### config.mk
export PLATFORM = sky130hd
export DESIGN_NAME = sqrt_feeder
export DESIGN_NICKNAME = d
export VERILOG_FILES = /design/src/rtl/sqrt_feeder.sv
export SDC_FILE = /design/constraint.sdc
export NUM_CORES = 1
export LEC_CHECK = 0
export CAP_MARGIN = 30
export CORE_MARGIN = 3
export CORE_UTILIZATION = 50
export DETAILED_ROUTE_END_ITERATION = 12
export PLACE_DENSITY = 0.8
export SYNTH_ARGS = -nofsm -noshare
export SYNTH_HDL_FRONTEND = slang
export SYNTH_SLANG_ARGS = --single-unit
### constraint.sdc
create_clock -name clk -period 2.7 [get_ports clk]
set_clock_uncertainty 0.15 [all_clocks]
set_input_delay 0.405 -clock clk [delete_from_list [all_inputs] [get_ports clk]]
set_output_delay 0.405 -clock clk [all_outputs]
set_load 0.02 [all_outputs]
### src/rtl/sqrt_feeder.sv
// Input stage for the Sqrt2 core: operand FIFO, one-per-cycle issue, result-valid delay line.
// Build option: define SQRT_FEEDER_ZERO_IDLE_EN to drive sqrt_in to zero on idle cycles.
module sqrt_feeder #(
    parameter int unsigned DEPTH    = 8,
    parameter int unsigned SQRT_LAT = 2,
    parameter int unsigned W        = 15
) (
    input  logic                     clk,
    input  logic                     reset,
    input  logic [W-1:0]             s_data,
    input  logic                     s_valid,
    output logic                     s_ready,
    input  logic                     en,
    input  logic                     flush,
    output logic [W-1:0]             sqrt_in,
    output logic                     sqrt_in_valid,
    output logic                     res_valid,
    output logic [$clog2(DEPTH):0]   level
);

    localparam int unsigned ADDR = $clog2(DEPTH);
    localparam int unsigned CW   = ADDR + 1;

    logic [W-1:0]    mem_q [DEPTH];
    logic [W-1:0]    mem_d [DEPTH];
    logic [ADDR-1:0] wptr_q, wptr_d;
    logic [ADDR-1:0] rptr_q, rptr_d;
    logic [CW-1:0]   count_q, count_d;
    logic [W-1:0]    sqrt_in_q, sqrt_in_d;
    logic            sqrt_in_valid_q, sqrt_in_valid_d;
    logic            push, pop;

    // Full is judged from count alone; a same-cycle pop never frees a slot early.
    assign s_ready = !reset && (count_q != CW'(DEPTH));
    assign push    = s_valid && s_ready;
    assign pop     = en && (count_q != '0);

    always_comb begin
        mem_d           = mem_q;
        wptr_d          = wptr_q;
        rptr_d          = rptr_q;
        count_d         = count_q;
        sqrt_in_valid_d = 1'b0;
`ifdef SQRT_FEEDER_ZERO_IDLE_EN
        sqrt_in_d       = '0;
`else
        sqrt_in_d       = sqrt_in_q;
`endif
        if (flush) begin
            wptr_d  = '0;
            rptr_d  = '0;
            count_d = '0;
        end else begin
            if (push) begin
                mem_d[wptr_q] = s_data;
                wptr_d        = wptr_q + ADDR'(1);
            end
            if (pop) begin
                sqrt_in_d       = mem_q[rptr_q];
                sqrt_in_valid_d = 1'b1;
                rptr_d          = rptr_q + ADDR'(1);
            end
            if (push && !pop) begin
                count_d = count_q + CW'(1);
            end else if (pop && !push) begin
                count_d = count_q - CW'(1);
            end
        end
    end

    always_ff @(posedge clk) begin
        mem_q <= mem_d;
    end

    always_ff @(posedge clk) begin
        if (reset) begin
            wptr_q          <= '0;
            rptr_q          <= '0;
            count_q         <= '0;
            sqrt_in_q       <= '0;
            sqrt_in_valid_q <= 1'b0;
        end else begin
            wptr_q          <= wptr_d;
            rptr_q          <= rptr_d;
            count_q         <= count_d;
            sqrt_in_q       <= sqrt_in_d;
            sqrt_in_valid_q <= sqrt_in_valid_d;
        end
    end

    assign sqrt_in       = sqrt_in_q;
    assign sqrt_in_valid = sqrt_in_valid_q;
    assign level         = count_q;

    // Flush deliberately leaves this line alone so already-issued results still report.
    if (SQRT_LAT == 0) begin : g_no_dly
        assign res_valid = sqrt_in_valid_q;
    end else begin : g_dly
        logic [SQRT_LAT-1:0] dly_q, dly_d;

        always_comb begin
            dly_d    = dly_q;
            dly_d[0] = sqrt_in_valid_q;
            for (int unsigned i = 1; i < SQRT_LAT; i++) begin
                dly_d[i] = dly_q[i-1];
            end
        end

        always_ff @(posedge clk) begin
            if (reset) begin
                dly_q <= '0;
            end else begin
                dly_q <= dly_d;
            end
        end

        assign res_valid = dly_q[SQRT_LAT-1];
    end

endmodule

Word-level counts from Yosys, hierarchy flattened

Cells that the tools add are included.

Logic and storage cells: 48
Bits of input ports: 20
Register bits: 148

Bitwise gates (word level): 3
Equality and inequality tests: 1
Add/subtract/negate cells: 4
Order comparisons: 3
Reductions and logical operators: 14
Muxes and demuxes: 9

Operators by type and width:

| cell                  | count |
|---|---|
| $bwmux W120           | 1 |
| $bmux W15 S3          | 1 |
| $demux W15 S3         | 1 |
| $mux W15              | 3 |
| $ge A4 B4 Y1 const B  | 2 |
| $mux W4               | 2 |
| $not A3 Y4            | 2 |
| $add A3 B1 Y3 const B | 2 |
| $logic_and A1 B1 Y1   | 6 |
| $add A4 B1 Y4 const B | 1 |
| $lt A4 B1 Y1 const B  | 1 |
| $ne A4 B4 Y1 const B  | 1 |
| $reduce_and A2 Y1     | 2 |
| $reduce_bool A4 Y1    | 1 |
| $sub A4 B1 Y4 const B | 1 |
| $logic_not A1 Y1      | 3 |
| $reduce_bool A2 Y1    | 1 |
| $reduce_or A2 Y1      | 1 |
| $mux W1               | 1 |
| $not A1 Y1            | 1 |

Longest topological paths before layout

Depth in word-level cells: 7
Gate-level depth with buffers: 9

Worst setup path after synthesis

No wires, ideal clock.

Path kind: reg-to-reg
Start: register count_q[0] (netlist: level[0])
End: register mem_q[45] (netlist bit) (enable)
Stages on the path, launching flop included: 5
Path slack: -160 ps
Library setup time: 406 ps
Buffers on the path: 0
Required time: 2144 ps
Clock period less this slack: 2860 ps
Arrival: 2304 ps
Cells stage by stage: dfxtp_1 -> nor4b_1 -> nor3b_2 -> nand3b_1 -> nor3_1

Cells in the longest elaborated chain, start to end: 4

Ends and longest elaborated chain:

| element                            | line | source |
|---|---|---|
| from (decl)                        | 28   | `logic [CW-1:0] count_q, count_d;` |
| from (signal assigned)             | 85   | `count_q <= count_d;` |
| $ne A4 B4 Y1                       | 34   | `assign s_ready = !reset && (count_q != CW'(DEPTH));` |
| $logic_and A1 B1 Y1                | 34   |  |
| $logic_and A1 B1 Y1                | 35   | `assign push = s_valid && s_ready;` |
| via push                           | 31   | `logic push, pop;` |
| $reduce_and A2 Y1 (no source line) | -    |  |
| to (signal assigned)               | 72   | `mem_q <= mem_d;` |
| to (decl)                          | 24   | `logic [W-1:0] mem_q [DEPTH];` |

The timed path passes the listed nets, and every way through them passes these cells.
A chain may end at the register's enable or synchronous reset.

Worst setup path in the final report

Start: register count_q[3] (netlist: level[3])
End: register count_q[3] (netlist: level[3])

Cells in the longest elaborated chain, start to end: 6
Elaborated cells on any way between the ends: 14

Ends and longest elaborated chain:

| element |
|---|
| parallel branches: the longest is 6 deep, another holds $sub A4 B1 Y4 |

Parallel ways; which one is timed is not known. The select of a mux whose other input is x is not followed.

==> flow_summary_export.csv <==
group,metric,value,unit
detailed_routing,drt_iter0_drc,284,
cts,clk_pin_slew,60,ps
global_route,grt-ovfl-total,0,
detailed_routing,detail_route.drc_violations,0,
worst_hold_path,hold_path.class,"reg -> reg",
power_and_ir_drop,switching_power,1.20,mW
logic_synthesis,yosys-top-cells-count,"edfxtp_1 (120), dfxtp_1 (28), mux4_2 (28), nor2_1 (21)",
sta,min_period,2550,ps
logic_synthesis,yosysMostFrequentCell,"edfxtp_1",
logic_synthesis,syn_nets,314,
logic_synthesis,ys_async_sr_fraction,0,%
logic_synthesis,synth_top_area_cell,"edfxtp_1",
cts,cts.path.max_buffers,2,
cts,cts-buffers-inserted,17,
sta,setup_viol,0,
global_route,grt_max_degree,33,
floorplan,fp.dieW,112,um
sta,slew_headroom,48.4,%
logic_synthesis,synth.avg_cell_area,19.6,um^2
floorplan,die_h,112,um
power_and_ir_drop,p_seq_share,48.8,%
final_layout,drive_gt1_share,25.5,%
detailed_routing,wl,11000,um
power_and_ir_drop,ir_drop,486,uV
cts,cts-root-buf,"clkbuf_16",
setup_path,crit_fanout,5,
final_layout,area_growth,22.7,%
logic_synthesis,syn-instance-count,288,
power_and_ir_drop,p_leak,2.32,nW
floorplan,design.core.area,0.0109,mm^2
power_and_ir_drop,internal_power,3.97,mW
detailed_routing,drtPass1Iterations,6,
setup_path,crit_type,"reg -> reg",
setup_path,worst-r2r-cell-count,9,
logic_synthesis,synth_top_flop_cell,"edfxtp_1",
detailed_routing,post_drt_via_cell_ratio,5.85,
sta,post-route-period-util,94.5,%
placed_design,gp_congestion,0.766,
detailed_routing,ant_nets,0,
global_route,antenna_found_initial,0,
cts,clkLatencyLatePin,430,ps
final_layout,final_nets,381,
logic_synthesis,synth_edf_count,120,
logic_synthesis,synth_area_leaders,"edfxtp_1 (64%), mux4_2 (11%), dfxtp_1 (10%), a221o_1 (2.7%), and3_1 (1.7%)",
placed_design,io_buffers,41,
power_and_ir_drop,combPwrFrac,6.4,%
floorplan,die-area,0.0126,mm^2
cts,ctsHoldBuffers,0,
logic_synthesis,synth-seq-area-share,73.9,%
detailed_routing,wl_per_cell,21.8,um
cts,post_cts_buffers,0,
detailed_routing,vias,2974,
final_layout,antennaDiodeCount,0,
floorplan,start_util,51.5,%
floorplan,rows,38,
power_and_ir_drop,power.density,748,mW/mm^2
setup_path,critPathLaunchType,"flip-flop",
sta,tightest_slew,770,ps
setup_path,endpoint_kind,"flip-flop",
setup_path,crit_arrival,2770,ps
logic_synthesis,yosysTopAreaCellShare,64.0,%
sta,tns,0,ps
logic_synthesis,syn_area,0.00563,mm^2
worst_hold_path,min_path_cells,1,
placed_design,hpwl,6340,um
outcome,status,"finished clean",
global_route,grt_pass1_vias,3074,
cts,cts.sinks,148,
floorplan,io_pins,42,
sta,fmax,392,MHz
global_route,grt_pass1_wl,17300,um
global_route,grtUsageTotal,18.7,%
logic_synthesis,synth_cell_types,37,
sta,rsz0062_at_grt,"no",
cts,tritoncts,"done",
cts,h-tree-depth,4,
flow_run,drv_cap,0,
sta,hold_viol_final,0,
power_and_ir_drop,swShare,23.2,%
power_and_ir_drop,pwr-share-clk,44.8,%
setup_path,required,2920,ps
logic_synthesis,synth_warnings,0,
power_and_ir_drop,power,5.17,mW
sta,maxSlewViolCount,0,
logic_synthesis,synth_seq_cells,148,
## cell type report
class	count	area, um^2
clock inverter	14	159
sequential	148	4170
timing repair buffer	61	573
clock buffer	18	429
fill	747	4020
multi-input combinational	123	1390
tap	140	175
inverter	4	20.0
## registers in the layout (all words and copies together), names as in the netlist
name / cells
mem_q: 120
sqrt_in_valid: 1
rptr_q: 3
level: 4
wptr_q: 3
g_dly.dly_q: 2
sqrt_in: 15
## placed cells by master (no fill, tap or decap), drive strengths merged, types with 2 or more instances in the layout
cell / netlist / layout
a21oi: 3 / 3
a221o: 15 / 15
and3: 15 / 15
buf: 10 / 20
clkbuf: 3 / 18
clkdlybuf4s50: 0 / 41
clkinv: 1 / 3
clkinvlp: 0 / 2
dfxtp: 28 / 28
edfxtp: 120 / 120
ha: 5 / 5
inv: 3 / 12
mux2i: 2 / 2
mux4: 30 / 30
nand2: 5 / 5
nand2b: 2 / 2
nand3: 2 / 2
nor2: 23 / 23
nor2b: 2 / 2
nor3: 3 / 3
xnor2: 4 / 4
## critical path: stages (launching register included)
cell	delay, ps
dfxtp_1	360
o41a_4	550
clkinv_4	90
ha_1	150
inv_1	90
ha_1	340
a21oi_1	110
a211o_1	330
a211oi_2	200
a31o_2	130
## repair_timing
item                                    in CTS  in global routing
endpoints found under the hold margin        0                  0
endpoints found under the setup margin       0                  1
resized for setup                            0                  4
## power by group through the flow
stage	sequential, mW	combinational (mW)	clock, mW
after floorplan	2.59	0.173	0
after global placement	2.57	0.319	0
after detailed placement	2.57	0.329	0
after CTS	2.52	0.332	2.35
after global routing	2.52	0.358	2.45
final	2.52	0.331	2.32
## final timing paths
| kind | end | from | slack, ps |
|---|---|---|---|
| worst max-delay path | level[3] | level[3] | 150 |
| worst min-delay path | g_dly.dly_q[1] | g_dly.dly_q[0] | 280 |
| worst max register to register | level[3] | level[3] | 150 |
| worst min register to register | g_dly.dly_q[1] | g_dly.dly_q[0] | 280 |
## metal layers
layer | global-route usage [%] | vias to the layer above | part of all wire [%] | wire [um]
met1 | 24.3 | 1524 | 40 | 4380
met4 | 8.09 | 0 | 2.3 | 253
met3 | 5.82 | 26 | 7.7 | 853
met5 | 0 | - | 0 | 0
li1 | - | 1306 | - | -
met2 | 29.4 | 118 | 50 | 5570
## stage by stage
stage / hold slack [ps] / std cells / cell area [um^2] / utilization [%] / setup WS, ps
CTS: 290 / 508 / 6900 / 63.1 / 81.0
detailed placement: 275 / 476 / 6310 / 57.7 / -73.7
finish: 284 / 508 / 6910 / 63.2 / 148
floorplan: 264 / 288 / 5640 / - / 114
global placement: 293 / 476 / 6310 / 57.7 / 85.7
global route: 301 / 508 / 6910 / 63.2 / 9.44
## kinds of logic (layout without fill, tap and decap cells)
family / count (synthesis) / in the layout / share of synthesized area (%)
muxes: 33 / 33 / 12.7
and+or+nand+nor: 57 / 57 / 5.58
DFF: 148 / 148 / 73.9
adders and majority gates: 6 / 6 / 1.47
buffers and inverters: 17 / 97 / 1.80
AOI/OAI and AO/OA: 22 / 22 / 3.75
xor gates and xnor gates: 5 / 5 / 0.778
(Power assumes the default switching activity.)
